===== src/rtl/fpu_sp_pkg.sv =====
// -----------------------------------------------------------------------------
// fpu_sp_pkg
// Shared single-precision (IEEE-754 binary32) definitions for the FPU
// multiplier path: operand class enum, special-value constants, the operand
// classifier, a denormals-are-zero helper and the operand-queue entry layout.
// -----------------------------------------------------------------------------
package fpu_sp_pkg;

    typedef enum logic [2:0] {
        ZERO,
        SUB,
        NORM,
        INF,
        NAN
    } fp_class_e;

    localparam logic [31:0] FP_QNAN_SP    = 32'h7FC0_0000;
    localparam logic [7:0]  FP_EXP_MAX_SP = 8'hFF;

    // One queued operand pair plus its precomputed special-case outcome.
    typedef struct packed {
        logic [31:0] a;
        logic [31:0] b;
        logic        special;
        logic [31:0] result;
    } q_entry_t;

    function automatic fp_class_e fp_classify_sp(input logic [31:0] x);
        logic [7:0]  exp_f;
        logic [22:0] frac_f;
        exp_f  = x[30:23];
        frac_f = x[22:0];
        if (exp_f == 8'h00) begin
            return (frac_f == '0) ? ZERO : SUB;
        end else if (exp_f == FP_EXP_MAX_SP) begin
            return (frac_f == '0) ? INF : NAN;
        end
        return NORM;
    endfunction

    // Subnormal -> signed zero of the same sign; every other value passes through.
    function automatic logic [31:0] fp_daz_sp(input logic [31:0] x);
        return (fp_classify_sp(x) == SUB) ? {x[31], 31'b0} : x;
    endfunction

endpackage


===== src/rtl/fpu_special_case_sp.sv =====
// -----------------------------------------------------------------------------
// fpu_special_case_sp
// Combinational special-case resolver for a binary32 product a*b. Flags pairs
// whose product is fixed by NaN / Inf / zero rules and supplies that product.
// SUB operands fall through to the multiplier (treated like NORM).
//
// Ports:
//   a_i, b_i   in  32  operands
//   special_o  out 1   product decided without multiplication
//   result_o   out 32  precomputed product when special_o=1, else 0
// -----------------------------------------------------------------------------
module fpu_special_case_sp
    import fpu_sp_pkg::*;
(
    input  logic [31:0] a_i,
    input  logic [31:0] b_i,
    output logic        special_o,
    output logic [31:0] result_o
);

    fp_class_e cls_a;
    fp_class_e cls_b;
    logic      sign_p;

    assign cls_a  = fp_classify_sp(a_i);
    assign cls_b  = fp_classify_sp(b_i);
    assign sign_p = a_i[31] ^ b_i[31];

    // NOTE: every output gets a default before the if-chain so no path leaves
    // a signal unassigned; otherwise synthesis would infer a latch.
    always_comb begin
        special_o = 1'b1;
        result_o  = '0;
        if (cls_a == NAN || cls_b == NAN) begin
            result_o = FP_QNAN_SP;
        end else if ((cls_a == INF && cls_b == ZERO) || (cls_a == ZERO && cls_b == INF)) begin
            result_o = FP_QNAN_SP;
        end else if (cls_a == INF || cls_b == INF) begin
            result_o = {sign_p, FP_EXP_MAX_SP, 23'b0};
        end else if (cls_a == ZERO || cls_b == ZERO) begin
            result_o = {sign_p, 31'b0};
        end else begin
            special_o = 1'b0;
        end
    end

endmodule


===== src/rtl/fpu_mul_operand_queue_sp.sv =====
// -----------------------------------------------------------------------------
// fpu_mul_operand_queue_sp
// Operand-staging FIFO in front of fpu_multiplier_sp. Buffers binary32 operand
// pairs with valid/ready handshakes, classifies them on push and stores a
// precomputed product for NaN/Inf/zero cases so downstream can bypass the
// multiplier. Head entry is presented first-word fall-through.
//
// Build option: define FPU_DAZ_EN to flush subnormal operands to signed zero
// on push (stored flushed). Undefined: operands are stored unmodified.
//
// Ports:
//   clk, rst_n             clock, async active-low reset
//   flush                  synchronous queue clear (beats push/pop)
//   in_valid/in_ready      producer handshake; in_a, in_b operands
//   out_valid/out_ready    consumer handshake; out_a, out_b head operands
//   out_special            head product decided without multiplication
//   out_special_result     that product (0 when out_special=0)
//   count                  occupancy
//   stall_cnt              saturating count of refused offers
// -----------------------------------------------------------------------------
module fpu_mul_operand_queue_sp
    import fpu_sp_pkg::*;
#(
    parameter int DEPTH   = 4,
    parameter int STALL_W = 16
) (
    input  logic                     clk,
    input  logic                     rst_n,
    input  logic                     flush,
    input  logic                     in_valid,
    output logic                     in_ready,
    input  logic [31:0]              in_a,
    input  logic [31:0]              in_b,
    output logic                     out_valid,
    input  logic                     out_ready,
    output logic [31:0]              out_a,
    output logic [31:0]              out_b,
    output logic                     out_special,
    output logic [31:0]              out_special_result,
    output logic [$clog2(DEPTH):0]   count,
    output logic [STALL_W-1:0]       stall_cnt
);

    localparam int PW = $clog2(DEPTH);
    localparam int CW = PW + 1;

    logic [PW-1:0]      wr_ptr_q, wr_ptr_d;
    logic [PW-1:0]      rd_ptr_q, rd_ptr_d;
    logic [CW-1:0]      count_q, count_d;
    logic [STALL_W-1:0] stall_q, stall_d;
    q_entry_t           mem_q [DEPTH];

    logic        push, pop;
    logic [31:0] a_enq, b_enq;
    logic        enq_special;
    logic [31:0] enq_result;

    // Handshake flags come from registered count only.
    assign in_ready  = (count_q != CW'(DEPTH));
    assign out_valid = (count_q != '0);
    assign push      = in_valid && in_ready;
    assign pop       = out_valid && out_ready;

`ifdef FPU_DAZ_EN
    assign a_enq = fp_daz_sp(in_a);
    assign b_enq = fp_daz_sp(in_b);
`else
    assign a_enq = in_a;
    assign b_enq = in_b;
`endif

    // Classification sees the operands exactly as they will be stored.
    fpu_special_case_sp u_special (
        .a_i      (a_enq),
        .b_i      (b_enq),
        .special_o(enq_special),
        .result_o (enq_result)
    );

    always_comb begin
        wr_ptr_d = wr_ptr_q;
        rd_ptr_d = rd_ptr_q;
        count_d  = count_q;
        stall_d  = stall_q;
        if (flush) begin
            wr_ptr_d = '0;
            rd_ptr_d = '0;
            count_d  = '0;
        end else begin
            if (push) wr_ptr_d = wr_ptr_q + 1'b1;
            if (pop)  rd_ptr_d = rd_ptr_q + 1'b1;
            count_d = count_q + CW'(push) - CW'(pop);
        end
        // Refused offers are counted regardless of flush; saturate at all-ones.
        if (in_valid && !in_ready && stall_q != '1) begin
            stall_d = stall_q + 1'b1;
        end
    end

    // NOTE: state registers use non-blocking assignments so every flop samples
    // the pre-edge values, independent of statement order.
    always_ff @(posedge clk or negedge rst_n) begin
        if (!rst_n) begin
            wr_ptr_q <= '0;
            rd_ptr_q <= '0;
            count_q  <= '0;
            stall_q  <= '0;
        end else begin
            wr_ptr_q <= wr_ptr_d;
            rd_ptr_q <= rd_ptr_d;
            count_q  <= count_d;
            stall_q  <= stall_d;
        end
    end

    // NOTE: storage is reset on purpose: the head is visible combinationally,
    // so the outputs must read as zero straight out of reset.
    always_ff @(posedge clk or negedge rst_n) begin
        if (!rst_n) begin
            for (int i = 0; i < DEPTH; i++) begin
                mem_q[i] <= '0;
            end
        end else if (push && !flush) begin
            mem_q[wr_ptr_q] <= '{a: a_enq, b: b_enq, special: enq_special, result: enq_result};
        end
    end

    assign out_a              = mem_q[rd_ptr_q].a;
    assign out_b              = mem_q[rd_ptr_q].b;
    assign out_special        = mem_q[rd_ptr_q].special;
    assign out_special_result = mem_q[rd_ptr_q].result;
    assign count              = count_q;
    assign stall_cnt          = stall_q;

endmodule


===== config.mk =====
export PLATFORM = sky130hd
export DESIGN_NAME = fpu_mul_operand_queue_sp
export DESIGN_NICKNAME = d
export VERILOG_FILES = /design/src/rtl/fpu_sp_pkg.sv /design/src/rtl/fpu_special_case_sp.sv /design/src/rtl/fpu_mul_operand_queue_sp.sv
export SDC_FILE = /design/constraint.sdc
export NUM_CORES = 1
export LEC_CHECK = 0
export BUFFER_PORTS_ARGS = -buffer_cell sky130_fd_sc_hd__buf_2
export CORE_ASPECT_RATIO = 0.7
export CORE_MARGIN = 1.5
export CORE_UTILIZATION = 40
export DETAILED_ROUTE_END_ITERATION = 7
export PLACE_DENSITY_LB_ADDON = 0.2
export SYNTH_ARGS = -nofsm -noshare
export SYNTH_HDL_FRONTEND = slang
export SYNTH_SLANG_ARGS = --single-unit

===== constraint.sdc =====
create_clock -name clk -period 5.5 [get_ports clk]
set_input_delay 0 -clock clk [delete_from_list [all_inputs] [get_ports clk]]
set_output_delay 0 -clock clk [all_outputs]
set_load 0.005 [all_outputs]

# ---- After elaboration in Yosys (flattened, before gate mapping)
# Cells that the tools add are included.
dict set report classes {
  add_sub_neg 5
  order_cmp 3
  n_eq_ne 8
  muxes 33
  bitwise 3
  n_reduce_logical 23
}
# op n
set ops {}
lappend ops {{bitwise mux 388 bit} 1}
lappend ops {{2-to-1 mux 97 bit} 3}
lappend ops {{binary-select mux 97 bit (select 2 bit)} 1}
lappend ops {{demux 97 bit (select 2 bit)} 1}
lappend ops {{2-to-1 mux 32 bit} 4}
lappend ops {{zero test 23 bit} 2}
lappend ops {{2-to-1 mux 3 bit} 9}
lappend ops {{adder 16 x 1 -> 16 bit (second input constant)} 1}
lappend ops {{equality test 8 bit (second input constant)} 2}
lappend ops {{zero test 8 bit} 2}
lappend ops {{inequality test 16 bit (second input constant)} 1}
lappend ops {{2-to-1 mux 1 bit} 10}
lappend ops {{logical AND 1 bit} 8}
lappend ops {{2-to-1 mux 2 bit} 4}
lappend ops {{equality test 3 x 2 -> 1 bit (second input constant)} 2}
lappend ops {{equality test 3 bit (second input constant)} 2}
lappend ops {{>= comparator 3 bit (second input constant)} 2}
lappend ops {{zero test 3 bit} 2}
lappend ops {{NOT 2 -> 3 bit} 2}
lappend ops {{adder 2 x 1 -> 2 bit (second input constant)} 2}
lappend ops {{logical OR 1 bit} 4}
lappend ops {{nonzero test 2 bit} 2}
lappend ops {{adder 3 x 1 -> 3 bit} 1}
lappend ops {{< comparator 3 x 1 -> 1 bit (second input constant)} 1}
lappend ops {{other kinds (5)} 6}
dict set report word_totals {
  reg_bits 411
  in_bits 69
  output_inout_bits 118
  elab_cells 95
}

# ---- Depth between registers and ports, before layout
dict set report logic_depth {
  word_depth 12
  ltp_mapped 10
  depth_no_buf 10
}

# ---- Cells and area by module
# A second synthesis with hierarchy kept.
dict set report unflattened {
  hier_cells 1131
  area_unflattened_um2 19190.9
}
# module instances cells_each area_per_inst_um2
set by_module_without_submodules {}
lappend by_module_without_submodules {fpu_mul_operand_queue_sp 1 1046 18580.3}
lappend by_module_without_submodules {fpu_special_case_sp 1 85 610.6}

# ---- Worst setup path before layout
# OpenSTA, ideal clock, no wires.
dict set report synth_path {
  kind {reg2reg}
  startpoint {register count_q[1], in the netlist count[1]}
  endpoint {register count_q[2], in the netlist count[2]}
  arrival_time_ns 2.179
  path_slack_ns 3.202
  path_stages_with_launch 9
  n_path_buf 0
  period_less_slack_ns 2.298
  path_cell_list {dfrtp_1 > or3_2 > and2_1 > ha_1 > inv_1 > ha_1 > fa_1 > xnor2_1 > nor2_1}
}
dict set report synth_between {
  elab_cells_between_ends 7
  classes_between {add/sub: 2; eq/ne: 1; mux: 1; reduce/logical: 3}
}
# item line
set synth_rtl {}
lappend synth_rtl {{from (decl)} fpu_mul_operand_queue_sp.sv:49} ;# logic [CW-1:0] count_q, count_d;
lappend synth_rtl {{from (signal assigned)} fpu_mul_operand_queue_sp.sv:111} ;# count_q <= count_d;
lappend synth_rtl {{nonzero test 3 bit} fpu_mul_operand_queue_sp.sv:60} ;# assign out_valid = (count_q != '0);
lappend synth_rtl {{net out_valid} fpu_mul_operand_queue_sp.sv:34} ;# output logic out_valid,
lappend synth_rtl {{logical AND 1 bit} fpu_mul_operand_queue_sp.sv:62} ;# assign pop = out_valid && out_ready;
lappend synth_rtl {{subtractor 3 x 1 -> 3 bit} fpu_mul_operand_queue_sp.sv:92} ;# count_d = count_q + CW'(push) - CW'(pop);
lappend synth_rtl {{2-to-1 mux 3 bit} fpu_mul_operand_queue_sp.sv:85} ;# if (flush) begin
lappend synth_rtl {{net count_d[2]} fpu_mul_operand_queue_sp.sv:49}
# The timed path passes the listed nets, and every way through them passes these cells.
# A chain may end at the register's enable or synchronous reset.

# ---- Final worst setup path
dict set report layout_path {
  startpoint {register rd_ptr_q[0]}
  endpoint {output port out_a[27]}
}
dict set report layout_between {
  elab_chain_cells 4
}
# item line
set layout_rtl {}
lappend layout_rtl {{from (decl)} fpu_mul_operand_queue_sp.sv:48} ;# logic [PW-1:0] rd_ptr_q, rd_ptr_d;
lappend layout_rtl {{from (signal assigned)} fpu_mul_operand_queue_sp.sv:110} ;# rd_ptr_q <= rd_ptr_d;
lappend layout_rtl {{NOT 2 -> 3 bit (not written as such)} fpu_mul_operand_queue_sp.sv:128} ;# assign out_a = mem_q[rd_ptr_q].a;
lappend layout_rtl {{binary-select mux 97 bit (select 2 bit)} fpu_mul_operand_queue_sp.sv:128}
lappend layout_rtl {{2-to-1 mux 97 bit (2 in series)} n/a}
lappend layout_rtl {{to (decl)} fpu_mul_operand_queue_sp.sv:36} ;# output logic [31:0] out_a,
# Every way passes these cells. The select of a mux whose other input is x is not followed.

==> metrics <==
core box area=33500 um^2; Synth top cells by count=dfrtp_1 (295), mux2_2 (257), mux4_2 (68), nand2_1 (37), buf_4 (29); CP max stage delay=1.03 ns; most common cell in the netlist=dfrtp_1; Logic pwr share=0.301; setup TNS=0 ns; P_sw=2.27 mW; CTS tree=built; RSZ-0062 raised after global routing=no; Via-to-Cell Ratio=5.18; Antenna Nets Post-Route=0; DR pass1 iterations=4; initial antenna violation count=0; Worst slew margin=0.375; H-tree Lvls=2; Syn Area/Cell=15.5 um^2; gr ovfl total=0; GPL Wtd Cong=about 0.76; post-layout net count=1184; CTS sink cnt=295; CP Data Required Time=5.50 ns; critical path arrival=2.98 ns; max_cap viols=0; post-synthesis xor/xnor area fraction=0.0148; vias in the first global route=8545; critical path depth=3; Vias=8070; synth warn=0; Yosys reg bits=295; main combinational cell family by area after synthesis=multiplexers; Clk network pwr share=0.268; # IOs=187; Internal Dissipation=5.94 mW; sequential power share=0.432; WL/cell=19.4 um; crit path launch type=flip-flop; clk slew on worst S/H paths=0.06 ns; status=completed; ys flop type=dfrtp_1; CP Cell Sequence=buf_4 -> mux4_2 -> buf_2; Leakage=around 7.5 nW; clock root cell=clkbuf_16; worst-path fanout max=43; Hold WC Path Type=in -> async; clk_lat worst skew=0.50 ns; Synth-to-Final Area Change=20.1%; hold_ws=0.111 ns; final period utilization=0.542; CP Launch Point=rd_ptr_q[0]; area leader, netlist=dfrtp_1; Total Power=between 8 and 9 mW; global-route wire length before repair=48600 um; drt total wl=slightly above 30000 um; Site Rows=56; critical path endpoint category=output pin; Power Dens Cells=503 nW/um^2; part of the Yosys area used for sequential elements=0.543; switching share of power=0.276; DP HPWL=18100 um; Reg2Reg Depth=5; Least-Margin Pin Slew=0.938 ns; antenna diode instance count=0; Clock Skews=about 0.010 ns; Top delay family on crit path=flip-flops; Remaining DRCs=0; total CTS buffers=34; gr usage total=0.177; asr flop ratio synth=1.00; Post-Synthesis Cell Area=about 14000 um^2; Initial Util=0.406; worst r2r dst=mem_q[227]; main area contributors after synthesis=dfrtp_1 (54%), mux2_2 (21%), mux4_2 (11%); Setup crit end=out_a[27]; simple-gate share of the synthesized area=0.0444; die width=223 um; post-synthesis mux area share=0.326; endpoints failing hold=0; Post-Syn Instances=877; largest net degree at the start of global routing=142; Setup Buffers After CTS=0; Post-synth EDFFs=0; final number of setup-violating endpoints=0; clk buf depth=3; Die Height=157 um; initial DRC count=426; I/O Buffers=about 160; Synth cell types=43; max frequency=335 MHz; worst setup path class=reg -> out; Synth top area share=0.543; slowest CP cell=dfrtp_4; Synth Area in Compound Gates=0.0134; Slew Viols, Final=0; share of layout cells above drive strength 1=0.501; Worst IR Drop VDD=0.000255 V; reg-to-reg slack, setup=a little under 3 ns; FF-to-FF Start=count[1]; die area=35100 um^2; Buf/Inv on CP=2; Post-Synth Adder-Cell Area=0.0116; minimum clock period=2.98 ns
[worst min-delay path by stage]
stage                     start          to  slack, ns
final                     rst_n  mem_q[272]       0.11
after global routing      rst_n  mem_q[272]       0.16
after CTS                 rst_n  mem_q[272]       0.14
after detailed placement  rst_n  mem_q[175]        0.1
after global placement    rst_n  mem_q[175]       0.09
after floorplan           rst_n    count[0]      -0.30
[cells in the final DEF (no fill, tap or decap), types with 5 or more instances in the layout]
cell and n:
buf_4 7, o21ai_0 12, conb_1 22, nor2_1 9
buf_2 163, xor2_1 6, or2_2 5, inv_1 8
nand4_1 11, clkbuf_8 9, mux4_2 68, mux2_2 257
clkbuf_1 5, ha_1 11, clkbuf_16 35, a21oi_1 6
dfrtp_1 293, nor4_1 15, nand3_1 7, xnor2_1 17
nand2_1 37, nor3_1 5, dlygate4sd3_1 70
[state kept, by name, indices dropped and copies added, names as in the netlist]
signal and cells:
count 3, mem_q 272, rd_ptr_q 2, stall_cnt 16, wr_ptr_q 2
[through the flow]
| stage | setup slack [ns] | util | instance area, um^2 | instances |
|---|---|---|---|---|
| after floorplan | 3.20 | - | 13700 | 898 |
| after global placement | 2.59 | 0.434 | 14500 | 1432 |
| after detailed placement | 2.59 | 0.434 | 14500 | 1432 |
| after CTS | 2.34 | 0.487 | 16300 | 1557 |
| after global routing | 2.26 | 0.487 | 16300 | 1557 |
| final | 2.52 | 0.487 | 16300 | 1557 |
[layer usage]
layer | global-route usage | vias to the layer above | wire length [um] | part of all wire
met5 | 0 | - | 0 | 0
met4 | 0.0450 | 0 | 541 | 0.018
met3 | 0.0360 | 47 | 1270 | 0.042
met2 | 0.274 | 156 | 13600 | 0.45
met1 | 0.256 | 4212 | 14800 | 0.49
li1 | - | 3655 | - | -
[power groups by stage]
stage | sequential, mW | combinational [mW] | clock (mW)
floorplan | 3.34 | 1.81 | 0
global placement | 3.56 | 2.42 | 0
detailed placement | 3.58 | 2.47 | 0
CTS | 3.55 | 2.52 | 2.28
global route | 3.67 | 2.68 | 2.37
finish | 3.54 | 2.47 | 2.20
[repair_timing]
action                    CTS  global route
hold endpoints to repair  364             0
resized for setup           0             0
hold buffers               70             0
[layout make-up]
| class | count | area (um^2) |
|---|---|---|
| clock buffers | 49 | 1020 |
| well taps | 435 | 544 |
| clock inverters | 6 | 58.8 |
| flip-flops and latches | 295 | 7390 |
| inverters | 8 | 30.0 |
| repair buffers | 242 | 1600 |
| multi-input cells | 522 | 5670 |
| fillers | 2935 | 17200 |
[logic make-up after synthesis]
logic type | count (synthesis)
flip-flops | 295
adder cells (fa/ha/maj) | 12
other | 1
multiplexers | 325
XOR/XNOR | 23
AND/OR/NAND/NOR | 110
AO/OA/AOI/OAI | 30
buffers and inverters | 81
(Power assumes the default switching activity.)
